$ cat src/rtl/cpu_out_uart_pkg.sv
// Shared types and helpers for the cpu output-port UART.
package cpu_out_uart_pkg;

  localparam int BYTE_W = 8;

  // PARITY stays in the encoding so both builds share one state type.
  typedef enum logic [2:0] {
    IDLE,
    START,
    DATA,
    PARITY,
    STOP
  } uart_state_t;

  function automatic logic even_parity(input logic [BYTE_W-1:0] b);
    return ^b;
  endfunction

endpackage

$ cat src/rtl/uart_tx_fifo.sv
// Byte FIFO between the cpu output port and the UART shifter; full is registered.
module uart_tx_fifo
  import cpu_out_uart_pkg::*;
#(
  parameter int DEPTH = 8
) (
  input  logic                     clk,
  input  logic                     rst,
  input  logic                     push,
  input  logic                     pop,
  input  logic [BYTE_W-1:0]        wdata,
  output logic [BYTE_W-1:0]        rdata,
  output logic [$clog2(DEPTH):0]   count,
  output logic                     full,
  output logic                     empty
);

  localparam int AW = $clog2(DEPTH);
  localparam int CW = AW + 1;

  logic [BYTE_W-1:0] mem [DEPTH];
  logic [AW-1:0]     wptr, rptr;
  logic [CW-1:0]     count_nxt;
  logic              wr, rd;

  // A pop in the same cycle never frees room for a push into a full FIFO.
  assign wr    = push && !full;
  assign rd    = pop && !empty;
  assign empty = (count == '0);
  assign rdata = mem[rptr];

  always_comb begin
    count_nxt = count;
    case ({wr, rd})
      2'b10:   count_nxt = count + CW'(1);
      2'b01:   count_nxt = count - CW'(1);
      default: count_nxt = count;
    endcase
  end

  always_ff @(posedge clk or negedge rst) begin
    if (!rst) begin
      wptr  <= '0;
      rptr  <= '0;
      count <= '0;
      full  <= 1'b0;
    end else begin
      if (wr) wptr <= wptr + AW'(1);
      if (rd) rptr <= rptr + AW'(1);
      count <= count_nxt;
      full  <= (count_nxt == CW'(DEPTH));
    end
  end

  always_ff @(posedge clk) begin
    if (wr) mem[wptr] <= wdata;
  end

endmodule

$ cat src/rtl/cpu_out_uart.sv
// cpu output port -> byte FIFO -> 8N1 UART transmitter with backpressure.
// Define CPU_OUT_UART_PARITY_EN to insert an even-parity bit before the stop bit.
module cpu_out_uart
  import cpu_out_uart_pkg::*;
#(
  parameter int CLK_DIV    = 4,
  parameter int FIFO_DEPTH = 8
) (
  input  logic                          clk,
  input  logic                          rst,
  input  logic                          out_we,
  input  logic [7:0]                    out_data,
  output logic                          out_full,
  output logic                          tx,
  output logic                          busy,
  output logic                          overflow,
  output logic [$clog2(FIFO_DEPTH):0]   fifo_count
);

  localparam logic [15:0] DIV_LAST = 16'(CLK_DIV - 1);

  uart_state_t       state;
  logic [15:0]       div;
  logic [2:0]        bitidx;
  logic [BYTE_W-1:0] shift;
  logic [BYTE_W-1:0] head;
  logic              empty;
  logic              pop;
  logic              div_done;
`ifdef CPU_OUT_UART_PARITY_EN
  logic              par;
`endif

  uart_tx_fifo #(.DEPTH(FIFO_DEPTH)) u_fifo (
    .clk   (clk),
    .rst   (rst),
    .push  (out_we),
    .pop   (pop),
    .wdata (out_data),
    .rdata (head),
    .count (fifo_count),
    .full  (out_full),
    .empty (empty)
  );

  assign pop      = (state == IDLE) && !empty;
  assign div_done = (div == DIV_LAST);
  assign busy     = (state != IDLE) || (fifo_count != '0);

  // tx is always the registered next-bit value, so the line never glitches.
  always_ff @(posedge clk or negedge rst) begin
    if (!rst) begin
      state    <= IDLE;
      div      <= '0;
      bitidx   <= '0;
      shift    <= '0;
      tx       <= 1'b1;
      overflow <= 1'b0;
`ifdef CPU_OUT_UART_PARITY_EN
      par      <= 1'b0;
`endif
    end else begin
      if (out_we && out_full) overflow <= 1'b1;
      case (state)
        IDLE: begin
          tx <= 1'b1;
          if (!empty) begin
            shift <= head;
            div   <= '0;
            tx    <= 1'b0;
            state <= START;
`ifdef CPU_OUT_UART_PARITY_EN
            par   <= even_parity(head);
`endif
          end
        end
        START: begin
          if (div_done) begin
            div    <= '0;
            bitidx <= '0;
            tx     <= shift[0];
            state  <= DATA;
          end else begin
            div <= div + 16'd1;
          end
        end
        DATA: begin
          if (div_done) begin
            div   <= '0;
            shift <= shift >> 1;
            if (bitidx == 3'd7) begin
`ifdef CPU_OUT_UART_PARITY_EN
              tx    <= par;
              state <= PARITY;
`else
              tx    <= 1'b1;
              state <= STOP;
`endif
            end else begin
              bitidx <= bitidx + 3'd1;
              tx     <= shift[1];
            end
          end else begin
            div <= div + 16'd1;
          end
        end
`ifdef CPU_OUT_UART_PARITY_EN
        PARITY: begin
          if (div_done) begin
            div   <= '0;
            tx    <= 1'b1;
            state <= STOP;
          end else begin
            div <= div + 16'd1;
          end
        end
`endif
        STOP: begin
          if (div_done) begin
            div   <= '0;
            state <= IDLE;
          end else begin
            div <= div + 16'd1;
          end
        end
        default: begin
          tx    <= 1'b1;
          state <= IDLE;
        end
      endcase
    end
  end

endmodule

$ cat config.mk
export PLATFORM = sky130hd
export DESIGN_NAME = cpu_out_uart
export DESIGN_NICKNAME = d
export VERILOG_FILES = /design/src/rtl/cpu_out_uart_pkg.sv /design/src/rtl/uart_tx_fifo.sv /design/src/rtl/cpu_out_uart.sv
export SDC_FILE = /design/constraint.sdc
export NUM_CORES = 1
export LEC_CHECK = 0
export BUFFER_PORTS_ARGS = -buffer_cell sky130_fd_sc_hd__buf_2
export CAP_MARGIN = 5
export CELL_PAD_IN_SITES_DETAIL_PLACEMENT = 0
export CELL_PAD_IN_SITES_GLOBAL_PLACEMENT = 1
export CORE_ASPECT_RATIO = 0.6
export CORE_MARGIN = 5
export CORE_UTILIZATION = 50
export CTS_CLUSTER_DIAMETER = 120
export CTS_CLUSTER_SIZE = 40
export DETAILED_ROUTE_END_ITERATION = 6
export PLACE_DENSITY_LB_ADDON = 0.1
export SLEW_MARGIN = 20
export SYNTH_ARGS = -nofsm -noshare
export SYNTH_HDL_FRONTEND = slang
export SYNTH_HIERARCHICAL = 1
export SYNTH_SLANG_ARGS = --single-unit
$ cat constraint.sdc
create_clock -name clk -period 8.3 [get_ports clk]
set_input_delay 0.415 -clock clk [delete_from_list [all_inputs] [get_ports clk]]
set_output_delay 0.415 -clock clk [all_outputs]
set_load 0.03 [all_outputs]
==> impl_metrics.csv, run 1 <==
group,metric,value,unit
clock_network,insertion_delay,0.35,ns
floorplan,die_w,139,um
sta,report.final.hold_viol_count,0,
worst_setup_path,criticalPathCategory,"reg2reg",
sta,tns,0,ns
pwr,ir_drop,197,uV
yosys,avgSynthCellArea,15.1,um^2
floorplan,rows,28,
sta,tightest_slew,1.00,ns
clock_network,numCtsBuffers,9,
worst_setup_path,crit_fanout,8,
clock_network,cts_setup_buffers,0,
yosys,synth-async-reset-ratio,0.402,
worst_setup_path,critPathCaptureType,"register",
clock_network,cts.htree.levels,3,
worst_hold_path,min_path_type,"in2async",
yosys,syn_inst,331,
yosys,synth_edf_count,64,
global_routing,overflow,0,
yosys,syn-cell-area,5010,um^2
final_layout,layout-drive-gt1-share,0.204,
yosys,ys_seq_area_frac,0.599,
sta,fin_skew,0.00875,ns
place,gp_congestion,0.779,
place,dp_hpwl,6450,um
final_layout,syn_to_final_growth,9.82,%
job,max_cap_violations,0,
floorplan,core,9810,um^2
place,numPortBuffers,18,
final_layout,antennaDiodeCount,0,
detailed_routing,drc,0,
sta,grt_setup_unrepaired,"false",
sta,fin_ws,5.04,ns
clock_network,cts_tree,"done",
sta,period_share,0.393,
yosys,yosys_warnings,6,
detailed_routing,viasPerCell,5.82,
final_layout,num-nets-final,368,
status,status,"finished, final reports clean",
yosys,synth-seq-cells,107,
sta,setup_viol,0,
global_routing,grt_max_degree,44,
place,dp_slack,5.08,ns
floorplan,start_util,0.511,
final_layout,fillers,790,
worst_setup_path,required,8.54,ns
pwr,p_leak,2.10,nW
yosys,synth_flop_cell,"edfxtp_1",
clock_network,root_buffer,"clkbuf_16",
worst_setup_path,worst-endpoint-arrival,3.50,ns
yosys,syn-num-nets,351,
floorplan,io_pins,19,
clock_network,cts.sink_count,107,
sta,fmaxAchievable,0.306,GHz
sta,final_max_slew_viol_count,0,
detailed_routing,drt_first_pass_iters,5,
global_routing,grt_pass1_vias,2658,
sta,relSlewSlack,0.333,
final_layout,finish.utilization,0.561,
yosys,ys_types,57,
pwr,power_per_cell_area,345,nW/um^2
worst_setup_path,cp-start-kind,"register",
detailed_routing,wl_per_cell,19.5,um
detailed_routing,first_iter_violations,171,
clock_network,cts_resized,0,
clock_network,cts.path.max_buffers,2,
floorplan,die_h,87.5,um
global_routing,grt_pass1_wl,15000,um
global_routing,grt_use_total,0.165,
clock_network,holdBufCountCts,0,
floorplan,dieArea,12200,um^2
detailed_routing,route.vias.total,2842,
detailed_routing,finalWirelength,9510,um
detailed_routing,antenna_left,0,
sta,fin_crit,3.26,ns
pwr,total_power,1.90,mW
clock_network,path_clk_slew,0.07,ns
global_routing,antenna_found_initial,0,
placed cells by master (no fill, tap or decap), types with 2 or more instances in the layout:
cell type	instances
a21o_1	2
nor4_4	2
xor2_1	2
o21bai_1	2
nor3_1	4
and4_1	2
a22o_1	6
nor2b_1	2
and3_1	3
bufinv_16	2
nand2b_1	4
nand3_1	7
o21ai_4	2
a31o_2	2
a21oi_1	15
or4_1	9
nand2_1	19
o21ai_0	7
o31ai_1	8
nor3b_1	3
nor2_1	14
mux4_1	16
nand4b_1	2
mux2_2	15
buf_4	3
xnor2_1	7
inv_1	10
inv_6	2
buf_2	17
mux2_4	10
dfrtp_1	42
edfxtp_1	64
nand4_1	4
or3_1	4
ha_1	8
clkbuf_16	9
where the power goes:
part           switching [mW]  internal (mW)  total, mW  leakage, nW
Sequential              0.128          0.682      0.810         1.13
Combinational           0.310          0.326      0.636        0.818
Clock                   0.188          0.265      0.453        0.151
sequential cells by signal, indices dropped and copies added, names as in the netlist:
name          flops
bitidx            3
div              16
overflow          1
shift             8
state             3
tx                1
u_fifo/count      4
u_fifo/full       1
u_fifo/mem       64
u_fifo/rptr       3
u_fifo/wptr       3
final cells by class:
cell class                 instances  area, um^2  area share
sequential                       107        3000       0.545
clock inverter                     6        86.3      0.0157
tap                              135         169      0.0307
multi-input combinational        200        1870       0.340
clock buffer                      10         229      0.0416
inverter                          10        37.5     0.00682
timing repair buffer              20         108      0.0196
Yosys cell counts (2+ instances only):
library cell	number	area, um^2
a21o_1	2	15.0
a21oi_1	15	75.1
a22o_1	6	52.6
a31o_2	2	17.5
and3_1	3	18.8
and4_1	2	17.5
buf_2	4	20.0
buf_6	3	33.8
clkbuf_1	4	15.0
dfrtp_1	42	1050
edfxtp_1	64	1920
ha_1	8	100
inv_1	10	37.5
mux2_2	15	169
mux2_4	10	150
mux4_1	16	420
nand2_1	19	71.3
nand2b_1	4	25.0
nand3_1	7	35.0
nand4_1	4	25.0
nand4b_1	2	17.5
nor2_1	14	52.6
nor2b_1	2	12.5
nor3_1	4	20.0
nor3b_1	3	22.5
nor4_4	2	42.5
o21ai_0	7	35.0
o21ai_4	2	32.5
o21bai_1	2	15.0
o31ai_1	8	60.1
or3_1	4	25.0
or4_1	9	67.6
xnor2_1	7	61.3
xor2_1	2	17.5
worst paths after layout:
| kind | start | end | slack (ns) | cells after the start |
|---|---|---|---|---|
| worst max-delay path | u_fifo/count[0] | u_fifo/full | 5.04 | 11 |
| worst min-delay path | rst | shift[4] | 0.05 | 1 |
| worst max register to register | u_fifo/count[0] | u_fifo/full | 5.04 | 11 |
| worst min register to register | overflow | overflow | 0.46 | 1 |
| max in group asynchronous | rst | div[8] | 7.85 | 1 |
| min in group clk | out_we | overflow | 0.28 | 2 |
kinds of logic (layout without fill, tap and decap cells):
logic type	count (synthesis)	after routing	share of synthesized area
flip-flops	107	107	0.599
AND/OR/NAND/NOR	90	90	0.114
AO/OA/AOI/OAI	50	50	0.0699
multiplexers	42	42	0.150
buffers and inverters	24	46	0.0275
adder cells (fa/ha/maj)	9	9	0.0240
XOR/XNOR	9	9	0.0157
metrics by stage:
step | hold WS (ns) | area [um^2] | std cells
floorplan | 0.119 | 5010 | 331
global placement | 0.434 | 5180 | 472
detailed placement | 0.440 | 5180 | 472
CTS | 0.261 | 5500 | 488
global route | 0.0905 | 5500 | 488
finish | 0.0460 | 5500 | 488
critical path, cell delays in order, from the launching register on:
cell,delay (ns)
dfrtp_1,0.47
nor4_1,0.55
or3_1,0.27
inv_1,0.07
nand2b_1,0.13
inv_1,0.09
ha_1,0.24
ha_1,0.34
a21oi_1,0.23
a211oi_1,0.11
a31oi_1,0.29
mux2_2,0.37
per-layer routing:
metal,up-vias,share of wire,track usage,wire (um)
met4,0,0.013,0.0506,128
li1,1338,-,-,-
met1,1423,0.56,0.264,5330
met5,-,0,0,0
met2,68,0.38,0.210,3600
met3,13,0.048,0.0521,452
Note: power is estimated with default switching activity, not from simulation.
==> run 2, diff against run 1 <==
--- a/config.mk
+++ b/config.mk
@@ -11,7 +11,7 @@
 export CELL_PAD_IN_SITES_GLOBAL_PLACEMENT = 1
 export CORE_ASPECT_RATIO = 0.6
 export CORE_MARGIN = 5
-export CORE_UTILIZATION = 50
+export CORE_UTILIZATION = 47
 export CTS_CLUSTER_DIAMETER = 120
 export CTS_CLUSTER_SIZE = 40
 export DETAILED_ROUTE_END_ITERATION = 6
==> constraint.sdc (replaced) <==
create_clock -name clk -period 2.8 [get_ports clk]
set_input_delay 0.14 -clock clk [delete_from_list [all_inputs] [get_ports clk]]
set_output_delay 0.14 -clock clk [all_outputs]
set_load 0.03 [all_outputs]
==> impl_metrics.csv, run 2 (same netlist as run 1, synthesis figures left out) <==
group,metric,value,unit
status,status,"finished, final reports clean",
pwr,p_int,3.81,mW
worst_setup_path,rr_worst_depth,11,
worst_hold_path,hold_path_depth,2,
floorplan,core,10500,um^2
place,dp_hpwl,6670,um
final_layout,final_cells,518,
sta,relSlewSlack,0.525,
sta,fin_skew,0.00664,ns
floorplan,die_w,143,um
sta,grt_setup_unrepaired,"false",
floorplan,start_util,0.478,
final_layout,syn_to_final_growth,13.6,%
floorplan,rows,29,
clock_network,cts.htree.levels,3,
job,max_cap_violations,0,
final_layout,num-nets-final,394,
floorplan,dieArea,12900,um^2
worst_setup_path,r2r-end,"u_fifo/full",
sta,whs,0.0111,ns
worst_setup_path,reg2reg_slack,0.17,ns
place,gp_congestion,0.798,
final_layout,largest_reg_flops,64,
worst_setup_path,criticalPathCategory,"reg2reg",
worst_setup_path,critPathCaptureType,"register",
worst_setup_path,r2r_start,"state[1]",
pwr,power_frac_clock,0.201,
final_layout,layout-drive-gt1-share,0.264,
sta,period_share,0.941,
final_layout,finish.utilization,0.542,
global_routing,grt_max_degree,44,
place,numPortBuffers,18,
detailed_routing,viasPerCell,5.54,
final_layout,layout_common_cells,"edfxtp_1, dfrtp_1, buf_4, nand2_1, buf_2",
pwr,seq_power_share,0.400,
place,place_area,5370,um^2
sta,tightest_slew,0.712,ns
detailed_routing,wl_met2,3900,um
final_layout,antennaDiodeCount,0,
worst_setup_path,worst-endpoint-arrival,2.86,ns
pwr,p_sw,1.90,mW
sta,setup_viol,0,
worst_setup_path,required,3.03,ns
clock_network,root_buffer,"clkbuf_16",
place,post-place-cells,498,
floorplan,die_h,90.0,um
detailed_routing,drc,0,
sta,fin_ws,0.166,ns
clock_network,cts_tree,"done",
detailed_routing,drt_first_pass_iters,4,
clock_network,insertion_delay,0.34,ns
pwr,power_per_cell_area,1000,nW/um^2
detailed_routing,maxUsedRoutingLayer,"met4",
worst_setup_path,crit_fanout,4,
final_layout,largest_register,"u_fifo/mem",
global_routing,grt_use_total,0.157,
sta,tns,0,ns
worst_setup_path,cp-start-kind,"register",
detailed_routing,drt-met1-wl,4940,um
sta,final_max_slew_viol_count,0,
clock_network,numCtsBuffers,9,
detailed_routing,first_iter_violations,144,
detailed_routing,route.vias.total,2869,
place,dp_slack,0.0146,ns
global_routing,antenna_found_initial,0,
pwr,p_leak,2.21,nW
final_layout,top_regs,"u_fifo/mem x64, div x16, shift x8",
detailed_routing,wl_per_cell,18.3,um
detailed_routing,finalWirelength,9460,um
pwr,total_power,5.70,mW
final_layout,mostFrequentLayoutCell,"edfxtp_1",
detailed_routing,routed-wl-met3,599,um
pwr,combPwrFrac,0.399,
worst_hold_path,hold_start,"out_we",
final_layout,postLayoutCellArea,5690,um^2
global_routing,grt_pass1_wl,15500,um
global_routing,overflow,0,
pwr,netSwitchingFraction,0.332,
sta,fmaxAchievable,0.380,GHz
clock_network,cts.path.max_buffers,2,
clock_network,cts.sink_count,107,
worst_hold_path,hold_end,"overflow",
detailed_routing,antenna_left,0,
floorplan,io_pins,19,
sta,fin_crit,2.63,ns
global_routing,grt_pass1_vias,2845,
worst_hold_path,min_path_type,"in2reg",
pwr,ir_drop,555,uV
clock_network,path_clk_slew,0.07,ns
sta,report.final.hold_viol_count,0,
==> run 2: final cells by class <==
cell class | count | area [um^2]
clock inverter | 6 | 38.8
multi-input combinational | 200 | 1900
sequential | 107 | 3000
clock buffer | 10 | 229
tap | 139 | 174
inverter | 10 | 37.5
fill | 869 | 4800
timing repair buffer | 46 | 305
==> run 2: layer usage <==
layer,vias to the layer above,GRT usage
li1,1394,-
met2,56,0.209
met4,0,0.0259
met5,-,0
met3,2,0.0509
met1,1417,0.253
==> run 2: repair_timing <==
action,CTS,global route
gates resized for setup,0,4
endpoints found under the hold margin,12,0
hold buffers,1,0
buffers inserted,0,3
setup endpoints to repair,0,1
==> run 2: critical path, cell delays in order, from the launching register on <==
cell and delay (ns):
dfrtp_1 0.37, or2_1 0.24, or3_4 0.36, inv_1 0.08, nand2b_1 0.09, inv_2 0.09, ha_4 0.14, ha_1 0.26
a21oi_1 0.20, a211oi_1 0.10, a31oi_1 0.22, mux2_2 0.36
==> run 2: worst max path at each step <==
| stage | from | to | slack (ns) |
|---|---|---|---|
| 6_report | state[1] | u_fifo/full | 0.17 |
| 5_1_grt | state[1] | u_fifo/full | 0.006 |
| 4_1_cts | state[1] | u_fifo/full | 0.003 |
| 3_5_place_dp | state[1] | u_fifo/full | 0.01 |
| 3_3_place_gp | state[1] | u_fifo/full | 0.1 |
| 2_1_floorplan | state[1] | u_fifo/full | 0.005 |
==> run 2: power groups by stage <==
stage                     Combinational [mW]  Sequential [mW]  Clock [mW]
after global placement                  2.20             2.29           0
after CTS                               2.24             2.28        1.18
after detailed placement                2.24             2.31           0
after floorplan                         1.63             2.30           0
final                                   2.28             2.28        1.15
after global routing                    2.49             2.32        1.26
